==> src/rtl/core_ctrl_pkg.sv <==
// Shared types for the pipeline controller: FSM encoding,
// the control-word bundle and its idle value.
package core_ctrl_pkg;

  typedef enum logic [1:0] {
    ST_RUN   = 2'd0,
    ST_DIV   = 2'd1,
    ST_FLUSH = 2'd2
  } ctrl_state_e;

  localparam logic [31:0] EXC_VECTOR_DEF = 32'hBFC0_0380;

  typedef struct packed {
    logic if_stall;
    logic id_stall;
    logic ex_bubble;
    logic if_flush;
    logic id_flush;
    logic ex_flush;
    logic mem_flush;
    logic div_busy;
    logic div_done;
    logic div_cancel;
    logic pc_redirect;
    logic int_ack;
  } ctrl_out_t;

  localparam ctrl_out_t CTRL_NOP = '0;

  function automatic logic any_flush(
    input ctrl_out_t c
  );
    return c.if_flush | c.id_flush |
           c.ex_flush | c.mem_flush;
  endfunction

endpackage

==> src/rtl/pipe_ctrl_if.sv <==
// Hazard inputs and stall/flush/redirect controls
// between the pipeline datapath and pipe_ctrl.
interface pipe_ctrl_if;

  logic        load_use_hazard;
  logic        mfc0_in_id;
  logic        mtc0_in_ex;
  logic        mtc0_in_mem;
  logic        div_start;
  logic        exc_req;
  logic [31:0] exc_target;
  logic        int_req;

  logic        if_stall;
  logic        id_stall;
  logic        ex_bubble;
  logic        if_flush;
  logic        id_flush;
  logic        ex_flush;
  logic        mem_flush;
  logic        div_busy;
  logic        div_done;
  logic        div_cancel;
  logic        pc_redirect;
  logic [31:0] redirect_pc;
  logic        int_ack;
  logic [1:0]  ctrl_state;

  modport master (
    output load_use_hazard, mfc0_in_id,
    output mtc0_in_ex, mtc0_in_mem,
    output div_start, exc_req,
    output exc_target, int_req,
    input  if_stall, id_stall, ex_bubble,
    input  if_flush, id_flush,
    input  ex_flush, mem_flush,
    input  div_busy, div_done, div_cancel,
    input  pc_redirect, redirect_pc,
    input  int_ack, ctrl_state
  );

  modport slave (
    input  load_use_hazard, mfc0_in_id,
    input  mtc0_in_ex, mtc0_in_mem,
    input  div_start, exc_req,
    input  exc_target, int_req,
    output if_stall, id_stall, ex_bubble,
    output if_flush, id_flush,
    output ex_flush, mem_flush,
    output div_busy, div_done, div_cancel,
    output pc_redirect, redirect_pc,
    output int_ack, ctrl_state
  );

endinterface

==> src/rtl/pipe_ctrl_div_seq_cnt.sv <==
// Loadable 6-bit down-counter with zero flag that
// paces the multi-cycle divide.
module div_seq_cnt (
  input  logic       clk,
  input  logic       resetn,
  input  logic       load,
  input  logic [5:0] load_val,
  input  logic       dec,
  output logic       zero
);

  logic [5:0] cnt_q, cnt_d;

  always_comb begin
    cnt_d = cnt_q;
    if (load) begin
      cnt_d = load_val;
    end else if (dec) begin
      cnt_d = cnt_q - 6'd1;
    end
  end

  always_ff @(posedge clk) begin
    if (!resetn) begin
      cnt_q <= '0;
    end else begin
      cnt_q <= cnt_d;
    end
  end

  assign zero = (cnt_q == 6'd0);

endmodule

==> src/rtl/pipe_ctrl.sv <==
// Central pipeline scheduler: hazard stalls, divide
// sequencing and precise exception/interrupt flushes.
module pipe_ctrl
  import core_ctrl_pkg::*;
#(
  parameter int unsigned DIV_CYCLES = 32,
  parameter logic [31:0] EXC_VECTOR =
    EXC_VECTOR_DEF
) (
  input  logic        clk,
  input  logic        resetn,
  pipe_ctrl_if.slave  bus
);

  localparam logic [5:0] DIV_LOAD =
    6'(DIV_CYCLES - 1);

  ctrl_state_e state_q, state_d;
  logic        int_pend_q, int_pend_d;
  logic        int_ack_q, int_ack_d;
  logic [31:0] redirect_pc_q, redirect_pc_d;

  logic      cnt_load;
  logic      cnt_dec;
  logic      cnt_zero;
  logic      hazard;
  ctrl_out_t out_c;

  div_seq_cnt u_cnt (
    .clk      (clk),
    .resetn   (resetn),
    .load     (cnt_load),
    .load_val (DIV_LOAD),
    .dec      (cnt_dec),
    .zero     (cnt_zero)
  );

  assign hazard = bus.load_use_hazard |
    (bus.mfc0_in_id &
     (bus.mtc0_in_ex | bus.mtc0_in_mem));

  always_comb begin
    state_d       = state_q;
    int_pend_d    = int_pend_q;
    int_ack_d     = 1'b0;
    redirect_pc_d = redirect_pc_q;
    cnt_load      = 1'b0;
    cnt_dec       = 1'b0;
    out_c         = CTRL_NOP;

    unique case (state_q)
      ST_RUN: begin
        if (bus.exc_req) begin
          out_c.if_flush  = 1'b1;
          out_c.id_flush  = 1'b1;
          out_c.ex_flush  = 1'b1;
          out_c.mem_flush = 1'b1;
          redirect_pc_d   = bus.exc_target;
          state_d         = ST_FLUSH;
        end else if (bus.int_req) begin
          out_c.if_flush = 1'b1;
          out_c.id_flush = 1'b1;
          out_c.ex_flush = 1'b1;
          out_c.int_ack  = 1'b1;
          redirect_pc_d  = EXC_VECTOR;
          state_d        = ST_FLUSH;
        end else if (bus.div_start) begin
          cnt_load = 1'b1;
          state_d  = ST_DIV;
        end else begin
          out_c.if_stall  = hazard;
          out_c.id_stall  = hazard;
          out_c.ex_bubble = hazard;
        end
      end

      ST_DIV: begin
        out_c.div_busy = 1'b1;
        out_c.if_stall = 1'b1;
        out_c.id_stall = 1'b1;
        cnt_dec        = ~cnt_zero;
        if (bus.exc_req) begin
          out_c.div_cancel = 1'b1;
          out_c.if_flush   = 1'b1;
          out_c.id_flush   = 1'b1;
          out_c.ex_flush   = 1'b1;
          out_c.mem_flush  = 1'b1;
          redirect_pc_d    = bus.exc_target;
          int_pend_d       = 1'b0;
          state_d          = ST_FLUSH;
        end else if (cnt_zero) begin
          out_c.div_done = 1'b1;
          int_pend_d     = 1'b0;
          // interrupts held off by the divide are taken now
          if (int_pend_q | bus.int_req) begin
            redirect_pc_d = EXC_VECTOR;
            int_ack_d     = 1'b1;
            state_d       = ST_FLUSH;
          end else begin
            state_d = ST_RUN;
          end
        end else if (bus.int_req) begin
          int_pend_d = 1'b1;
        end
      end

      ST_FLUSH: begin
        out_c.pc_redirect = 1'b1;
        out_c.if_flush    = 1'b1;
        out_c.int_ack     = int_ack_q;
        state_d           = ST_RUN;
      end

      default: begin
        state_d = ST_RUN;
      end
    endcase

    if (any_flush(out_c)) begin
      out_c.if_stall  = 1'b0;
      out_c.id_stall  = 1'b0;
      out_c.ex_bubble = 1'b0;
    end
  end

  always_ff @(posedge clk) begin
    if (!resetn) begin
      state_q       <= ST_RUN;
      int_pend_q    <= 1'b0;
      int_ack_q     <= 1'b0;
      redirect_pc_q <= '0;
    end else begin
      state_q       <= state_d;
      int_pend_q    <= int_pend_d;
      int_ack_q     <= int_ack_d;
      redirect_pc_q <= redirect_pc_d;
    end
  end

  // reset must silence even the combinational controls
  assign bus.if_stall    = resetn & out_c.if_stall;
  assign bus.id_stall    = resetn & out_c.id_stall;
  assign bus.ex_bubble   = resetn & out_c.ex_bubble;
  assign bus.if_flush    = resetn & out_c.if_flush;
  assign bus.id_flush    = resetn & out_c.id_flush;
  assign bus.ex_flush    = resetn & out_c.ex_flush;
  assign bus.mem_flush   = resetn & out_c.mem_flush;
  assign bus.div_busy    = resetn & out_c.div_busy;
  assign bus.div_done    = resetn & out_c.div_done;
  assign bus.div_cancel  = resetn & out_c.div_cancel;
  assign bus.pc_redirect = resetn & out_c.pc_redirect;
  assign bus.int_ack     = resetn & out_c.int_ack;
  assign bus.redirect_pc =
    resetn ? redirect_pc_q : 32'd0;
  assign bus.ctrl_state  =
    resetn ? 2'(state_q) : 2'd0;

endmodule

==> src/flat_wrapper.sv <==
// flat-port wrapper written by rule: the top's interface ports become plain ports
module pipe_ctrl_flat import core_ctrl_pkg::*;
#(
  parameter int unsigned DIV_CYCLES = 32,
  parameter logic [31:0] EXC_VECTOR =
    EXC_VECTOR_DEF
)
  (clk, resetn, bus_load_use_hazard, bus_mfc0_in_id, bus_mtc0_in_ex, bus_mtc0_in_mem, bus_div_start, bus_exc_req, bus_exc_target, bus_int_req, bus_if_stall, bus_id_stall, bus_ex_bubble, bus_if_flush, bus_id_flush, bus_ex_flush, bus_mem_flush, bus_div_busy, bus_div_done, bus_div_cancel, bus_pc_redirect, bus_redirect_pc, bus_int_ack, bus_ctrl_state);
  pipe_ctrl_if bus_i ();
  input  logic clk;
  input  logic resetn;
  input wire logic [$bits(bus_i.load_use_hazard)-1:0] bus_load_use_hazard;
  input wire logic [$bits(bus_i.mfc0_in_id)-1:0] bus_mfc0_in_id;
  input wire logic [$bits(bus_i.mtc0_in_ex)-1:0] bus_mtc0_in_ex;
  input wire logic [$bits(bus_i.mtc0_in_mem)-1:0] bus_mtc0_in_mem;
  input wire logic [$bits(bus_i.div_start)-1:0] bus_div_start;
  input wire logic [$bits(bus_i.exc_req)-1:0] bus_exc_req;
  input wire logic [$bits(bus_i.exc_target)-1:0] bus_exc_target;
  input wire logic [$bits(bus_i.int_req)-1:0] bus_int_req;
  output wire logic [$bits(bus_i.if_stall)-1:0] bus_if_stall;
  output wire logic [$bits(bus_i.id_stall)-1:0] bus_id_stall;
  output wire logic [$bits(bus_i.ex_bubble)-1:0] bus_ex_bubble;
  output wire logic [$bits(bus_i.if_flush)-1:0] bus_if_flush;
  output wire logic [$bits(bus_i.id_flush)-1:0] bus_id_flush;
  output wire logic [$bits(bus_i.ex_flush)-1:0] bus_ex_flush;
  output wire logic [$bits(bus_i.mem_flush)-1:0] bus_mem_flush;
  output wire logic [$bits(bus_i.div_busy)-1:0] bus_div_busy;
  output wire logic [$bits(bus_i.div_done)-1:0] bus_div_done;
  output wire logic [$bits(bus_i.div_cancel)-1:0] bus_div_cancel;
  output wire logic [$bits(bus_i.pc_redirect)-1:0] bus_pc_redirect;
  output wire logic [$bits(bus_i.redirect_pc)-1:0] bus_redirect_pc;
  output wire logic [$bits(bus_i.int_ack)-1:0] bus_int_ack;
  output wire logic [$bits(bus_i.ctrl_state)-1:0] bus_ctrl_state;
  assign bus_i.load_use_hazard = bus_load_use_hazard;
  assign bus_i.mfc0_in_id = bus_mfc0_in_id;
  assign bus_i.mtc0_in_ex = bus_mtc0_in_ex;
  assign bus_i.mtc0_in_mem = bus_mtc0_in_mem;
  assign bus_i.div_start = bus_div_start;
  assign bus_i.exc_req = bus_exc_req;
  assign bus_i.exc_target = bus_exc_target;
  assign bus_i.int_req = bus_int_req;
  assign bus_if_stall = bus_i.if_stall;
  assign bus_id_stall = bus_i.id_stall;
  assign bus_ex_bubble = bus_i.ex_bubble;
  assign bus_if_flush = bus_i.if_flush;
  assign bus_id_flush = bus_i.id_flush;
  assign bus_ex_flush = bus_i.ex_flush;
  assign bus_mem_flush = bus_i.mem_flush;
  assign bus_div_busy = bus_i.div_busy;
  assign bus_div_done = bus_i.div_done;
  assign bus_div_cancel = bus_i.div_cancel;
  assign bus_pc_redirect = bus_i.pc_redirect;
  assign bus_redirect_pc = bus_i.redirect_pc;
  assign bus_int_ack = bus_i.int_ack;
  assign bus_ctrl_state = bus_i.ctrl_state;
  pipe_ctrl #(.DIV_CYCLES(DIV_CYCLES), .EXC_VECTOR(EXC_VECTOR)) u_core (.clk(clk), .resetn(resetn), .bus(bus_i));
endmodule
==> config.mk <==
export PLATFORM = sky130hd
export DESIGN_NAME = pipe_ctrl_flat
export DESIGN_NICKNAME = d
export VERILOG_FILES = /design/src/rtl/core_ctrl_pkg.sv /design/src/rtl/pipe_ctrl_if.sv /design/src/rtl/pipe_ctrl_div_seq_cnt.sv /design/src/rtl/pipe_ctrl.sv /design/src/flat_wrapper.sv
export SDC_FILE = /design/constraint.sdc
export NUM_CORES = 1
export LEC_CHECK = 0
export CORE_MARGIN = 1.5
export CORE_UTILIZATION = 40
export CTS_CLUSTER_DIAMETER = 200
export CTS_CLUSTER_SIZE = 25
export DETAILED_ROUTE_END_ITERATION = 8
export GPL_ROUTABILITY_DRIVEN = 0
export GPL_TIMING_DRIVEN = 0
export PLACE_DENSITY = 0.77
export SYNTH_ARGS = -nofsm -noshare
export SYNTH_HDL_FRONTEND = slang
export SYNTH_SLANG_ARGS = --single-unit
export TNS_END_PERCENT = 1
==> constraint.sdc <==
create_clock -name clk -period 1.6 [get_ports clk]
set_input_delay 0.32 -clock clk [delete_from_list [all_inputs] [get_ports clk]]
set_output_delay 0.32 -clock clk [all_outputs]
set_load 0.01 [all_outputs]
Word level (Yosys, flattened, before mapping)
Index checks and enable logic that the tools add are counted.
W data, S select, Z words.
{"block": "totals", "regBits": 42, "out_inout_bits": 46, "wordCells": 90}
{"block": "classes", "add_sub_neg": 1, "eq_ne": 6, "muxes": 45, "bitwise_logic": 22, "n_reduce_logical": 10}
{"cell": "$mux W32", "n": 6}
{"cell": "$pmux W32 S2", "n": 1}
{"cell": "$mux W3", "n": 7}
{"cell": "$mux W1", "n": 16}
{"cell": "$mux W2", "n": 7}
{"cell": "$and A1 B1 Y1", "n": 13}
{"cell": "$mux W5", "n": 2}
{"cell": "$pmux W2 S2", "n": 2}
{"cell": "$logic_not A6 Y1", "n": 1}
{"cell": "$ne A3 B2 Y1 const B", "n": 2}
{"cell": "$or A1 B1 Y1", "n": 6}
{"cell": "$pmux W3 S2", "n": 1}
{"cell": "$sub A6 B1 Y6 const B", "n": 1}
{"cell": "$mux W4", "n": 1}
{"cell": "$ne A4 B4 Y1 const B", "n": 1}
{"cell": "$reduce_and A2 Y1", "n": 2}
{"cell": "$reduce_and A4 Y1", "n": 1}
{"cell": "$reduce_bool A2 Y1", "n": 2}
{"cell": "$reduce_or A4 Y1", "n": 1}
{"cell": "$ne A3 B3 Y1 const B", "n": 1}
{"cell": "$not A1 Y1", "n": 3}
{"cell": "$pmux W1 S3", "n": 1}
{"cell": "$reduce_bool A3 Y1", "n": 1}
{"cell": "$eq A2 B1 Y1 const B", "n": 1}
{"cell": "other kinds (4)", "n": 4}

Longest topological paths before layout
{"block": "depth", "depth_word": 9, "depth_mapped": 6, "depth_no_buf": 5}

Modules after synthesis
From an unflattened synthesis, not the netlist that was laid out.
{"block": "hier_totals", "hier_cells": 250, "area_unflattened_um2": 2132.0}
{"mod": "pipe_ctrl", "n_inst": 1, "cells_each": 211, "area_per_inst_um2": 1784.2, "seq_area_each_um2": 720.7}
{"mod": "div_seq_cnt", "n_inst": 1, "cells_each": 39, "area_per_inst_um2": 347.8, "seq_area_each_um2": 120.1}

Least setup slack after synthesis
No wires, ideal clock.
{"block": "synth_path", "path_type": "register -> output", "start": "reg u_core.state_q[0]", "end": "out bus_if_stall", "arrival_time_ps": 1545, "t_required_ps": 1280, "setup_slack_ps": -265, "stages_incl_launch_ff": 6, "path_buffers": 2, "path_cell_list": "dfxtp_1 buf_6 or4_1 a211oi_1 o21a_1 buf_4"}
{"block": "synth_via", "elab_chain_cells": 7}
{"element": "from (decl)", "line": "pipe_ctrl.sv:18", "rtl": "ctrl_state_e state_q, state_d;"}
{"element": "from (signal assigned)", "line": "pipe_ctrl.sv:133", "rtl": "state_q <= state_d;"}
{"element": "$eq A2 B2 Y1 (tied with other cells)", "line": "pipe_ctrl.sv:51", "rtl": "unique case (state_q)"}
{"element": "$pmux W1 S3 / $pmux W3 S2 (equally long branches)", "line": "pipe_ctrl.sv:51"}
{"element": "$or A1 B1 Y1 (2 in series)", "line": "core_ctrl_pkg.sv:33", "rtl": "return c.if_flush | c.id_flush |"}
{"element": "$or A1 B1 Y1", "line": "core_ctrl_pkg.sv:34", "rtl": "c.ex_flush | c.mem_flush;"}
{"element": "$mux W3 *", "line": "pipe_ctrl.sv:119", "rtl": "if (any_flush(out_c)) begin"}
{"element": "$and A1 B1 Y1 *", "line": "pipe_ctrl.sv:141", "rtl": "assign bus.if_stall = resetn & out_c.if_stall;"}
{"element": "to (decl)", "line": "flat_wrapper.sv:20", "rtl": "output wire logic [$bits(bus_i.if_stall)-1:0] bus_if_stall;"}
Mark *: on every way between the ends. The rest lies on a longest branch, timed or not.

Worst setup path after layout
{"block": "layout_path", "start": "reg u_core.state_q[1]", "end": "out bus_if_stall"}
The elaborated chain is that of the path after synthesis.

==> results.json <==
{
  "cts_root_buf": "clkbuf_8",
  "synth_top_flop_cell": "dfxtp_1",
  "clkTransAtPathRegs_ps": 90,
  "synth_top_area_cell": "dfxtp_1",
  "initial_core_util_pct": 41.0,
  "drive_gt1_share_pct": 17.6,
  "ctsHtreeMaxLevel": 2,
  "vias_per_cell": 5.23,
  "grt_start_max_net_pins": 14,
  "synth_edf_count": 0,
  "seqPwrFrac_pct": 42.5,
  "synth_most_common_cell": "nor2_1",
  "coreArea_um2": 5470,
  "grt_pass1_vias": 2255,
  "worstMarginPinSlew_ps": 486,
  "maxSlewViolCount": 0,
  "ir_drop_uv": 393,
  "clkPwrFrac_pct": 31.3,
  "clockBufferDepth": 2,
  "syn-num-nets": 335,
  "cts_hold_buf": 0,
  "internal-power_mw": 1.93,
  "p_comb_share_pct": 26.1,
  "finalHoldViolCount": 0,
  "maxSlewHeadroom_pct": 67.6,
  "dp_hpwl_mm": 4.63,
  "die_w_um": 77.9,
  "max_cap_viol_count": 0,
  "synth_cells": 293,
  "synth_commonest_cells": "44 x nor2_1, 42 x dfxtp_1, 36 x o21ai_0, 23 x a21oi_1",
  "min_path_cells": 3,
  "syn2layout_area_growth_pct": 54.3,
  "clk_latency_ps": 300,
  "antenna_cells": 0,
  "track_usage_pct": 22.0,
  "finClkSkew_ps": 8.14,
  "synth_top_cells_by_area": "dfxtp_1 37%, o21ai_0 8.0%, and3b_1 7.8%",
  "power.density_nw_per_um2": 779,
  "r2r.worst_path.cells": 7,
  "dr_total_vias": 2428,
  "p_sw_mw": 0.771,
  "n_fill_cell": 487,
  "synth-warning-count": 0,
  "fin_util_pct": 63.3,
  "cts_tree": "yes",
  "violations": "negative setup slack",
  "drcViolationCount": 0,
  "die_h_um": 77.9,
  "synth_cell_types": 39,
  "antenna_found_initial": 0,
  "synth.cell_area_um2": 2240,
  "synth_top_area_share_pct": 37.5,
  "grt_overflow": 0,
  "status": "complete, but fails checks",
  "nets": 433,
  "finalWorstSetupSlack_ps": -467,
  "crit_path_max_fanout": 5,
  "placed_area_um2": 3210,
  "crit_path_end_kind": "output port",
  "fmax_mhz": 484,
  "start_kind": "flop",
  "fin_area_um2": 3460,
  "grt_pass1_wl_mm": 10.8,
  "postSynthAreaPerCell_um2": 7.66,
  "setup_violations": 16,
  "drt_iter0_drc": 174,
  "ys_ff_latch": 42,
  "period_needed_ps": 2070,
  "fin_crit_sh_pct": 129,
  "rows": 27,
  "async_flop_share_pct": 0,
  "sw_frac_of_total_pct": 28.6,
  "post_drt_wl_per_cell_um": 14.5,
  "first_pass_iters": 4,
  "worst_ep_arrival_time_ps": 1750,
  "pin_count": 87,
  "synth_seq_area_share_pct": 37.5,
  "finalWirelength_mm": 6.74,
  "hold_class": "in2reg",
  "rsz0062_at_grt": "yes",
  "cts.sinks": 42,
  "fp.dieArea_um2": 6070,
  "worstPathRequired_ps": 1280,
  "io_buffers": 86,
  "path_class": "reg2out",
  "cts_buffers": 5,
  "antenna_left": 0,
  "p_leak_nw": 1.63
}
[state kept, by name, summed over array words and instances (netlist names)]
| signal | cells |
|---|---|
| u_core.u_cnt.cnt_q | 6 |
| u_core.int_ack_q | 1 |
| u_core.state_q | 2 |
| u_core.int_pend_q | 1 |
| u_core.redirect_pc_q | 32 |
[critical path, cell delays in order (launching register included)]
cell	delay, ps
dfxtp_4	360
or4_4	530
a211oi_2	180
o21a_1	190
buf_6	100
buf_6	80
[layout make-up]
type	instances	area, µm²	area share [%]
Inverter	21	81.3	2.35
Sequential cell	42	851	24.6
Clock buffer	5	68.8	1.99
Timing Repair Buffer	92	811	23.4
Tap cell	72	90.1	2.60
Multi-Input combinational cell	204	1290	37.3
Clock inverter	3	40.0	1.16
Buffer	25	229	6.61
[cell usage in the layout, fill, tap and decap left out, types with 3 or more instances in the layout]
master,instances
clkbuf_4,3
clkdlybuf4s50_1,37
buf_2,10
buf_6,8
and2_1,21
o21ai_0,36
clkbuf_2,3
buf_4,9
nand2b_1,3
nor3_1,3
clkbuf_1,7
dlygate4sd2_1,33
a31oi_1,12
nor2_1,42
a31oi_2,3
and3b_1,20
clkbuf_8,8
a211oi_1,3
dfxtp_1,38
a21oi_1,22
inv_1,19
[final timing paths]
path	start	endpoint	slack, ps
worst max-delay path	u_core.state_q[1]	bus_if_stall	-470
worst min-delay path	resetn	u_core.state_q[1]	380
worst max register to register	u_core.u_cnt.cnt_q[0]	u_core.redirect_pc_q[24]	-10
worst min register to register	u_core.redirect_pc_q[26]	u_core.redirect_pc_q[26]	470
[power by group through the flow]
stage	Clock (mW)	Sequential, mW	Combinational [mW]
floorplan	0	1.16	0.356
global placement	0	1.16	0.629
detailed placement	0	1.17	0.641
CTS	0.853	1.14	0.673
global route	0.885	1.16	0.771
finish	0.845	1.15	0.705
[timing repair]
action | in CTS | in global routing
setup endpoints to repair | 85 | 54
pin swaps | 6 | 9
setup buffers | 4 | 2
resized for setup | 129 | 30
[metal layers]
layer	global-route usage (%)	share of wire (%)	wire length [µm]	vias to the layer above
li1	-	-	-	1210
met1	28.2	44	3000	1131
met2	36.3	48	3250	73
met3	4.71	5.2	353	14
met4	8.04	2.1	140	0
met5	0	0	0	-
[per-stage QoR]
step / power (mW) / worst slack (ps) / TNS [ps] / hold slack (ps) / instances
after floorplan: 1.52 / -136 / -166 / 439 / 293
after global placement: 1.79 / -1290 / -59260 / 453 / 451
after detailed placement: 1.81 / -1300 / -61070 / 459 / 451
after CTS: 2.67 / -588 / -3910 / 341 / 463
after global routing: 2.81 / -515 / -4220 / 398 / 464
final: 2.70 / -467 / -2550 / 383 / 464
[cell families after synthesis]
family / synth area share [%]
AOI/OAI and AO/OA: 24.4
muxes: 0.446
and+or+nand+nor: 28.1
adders and majority gates: 0.557
buffers and inverters: 9.03
DFF: 37.5
Power figures use the tool's default switching activity.
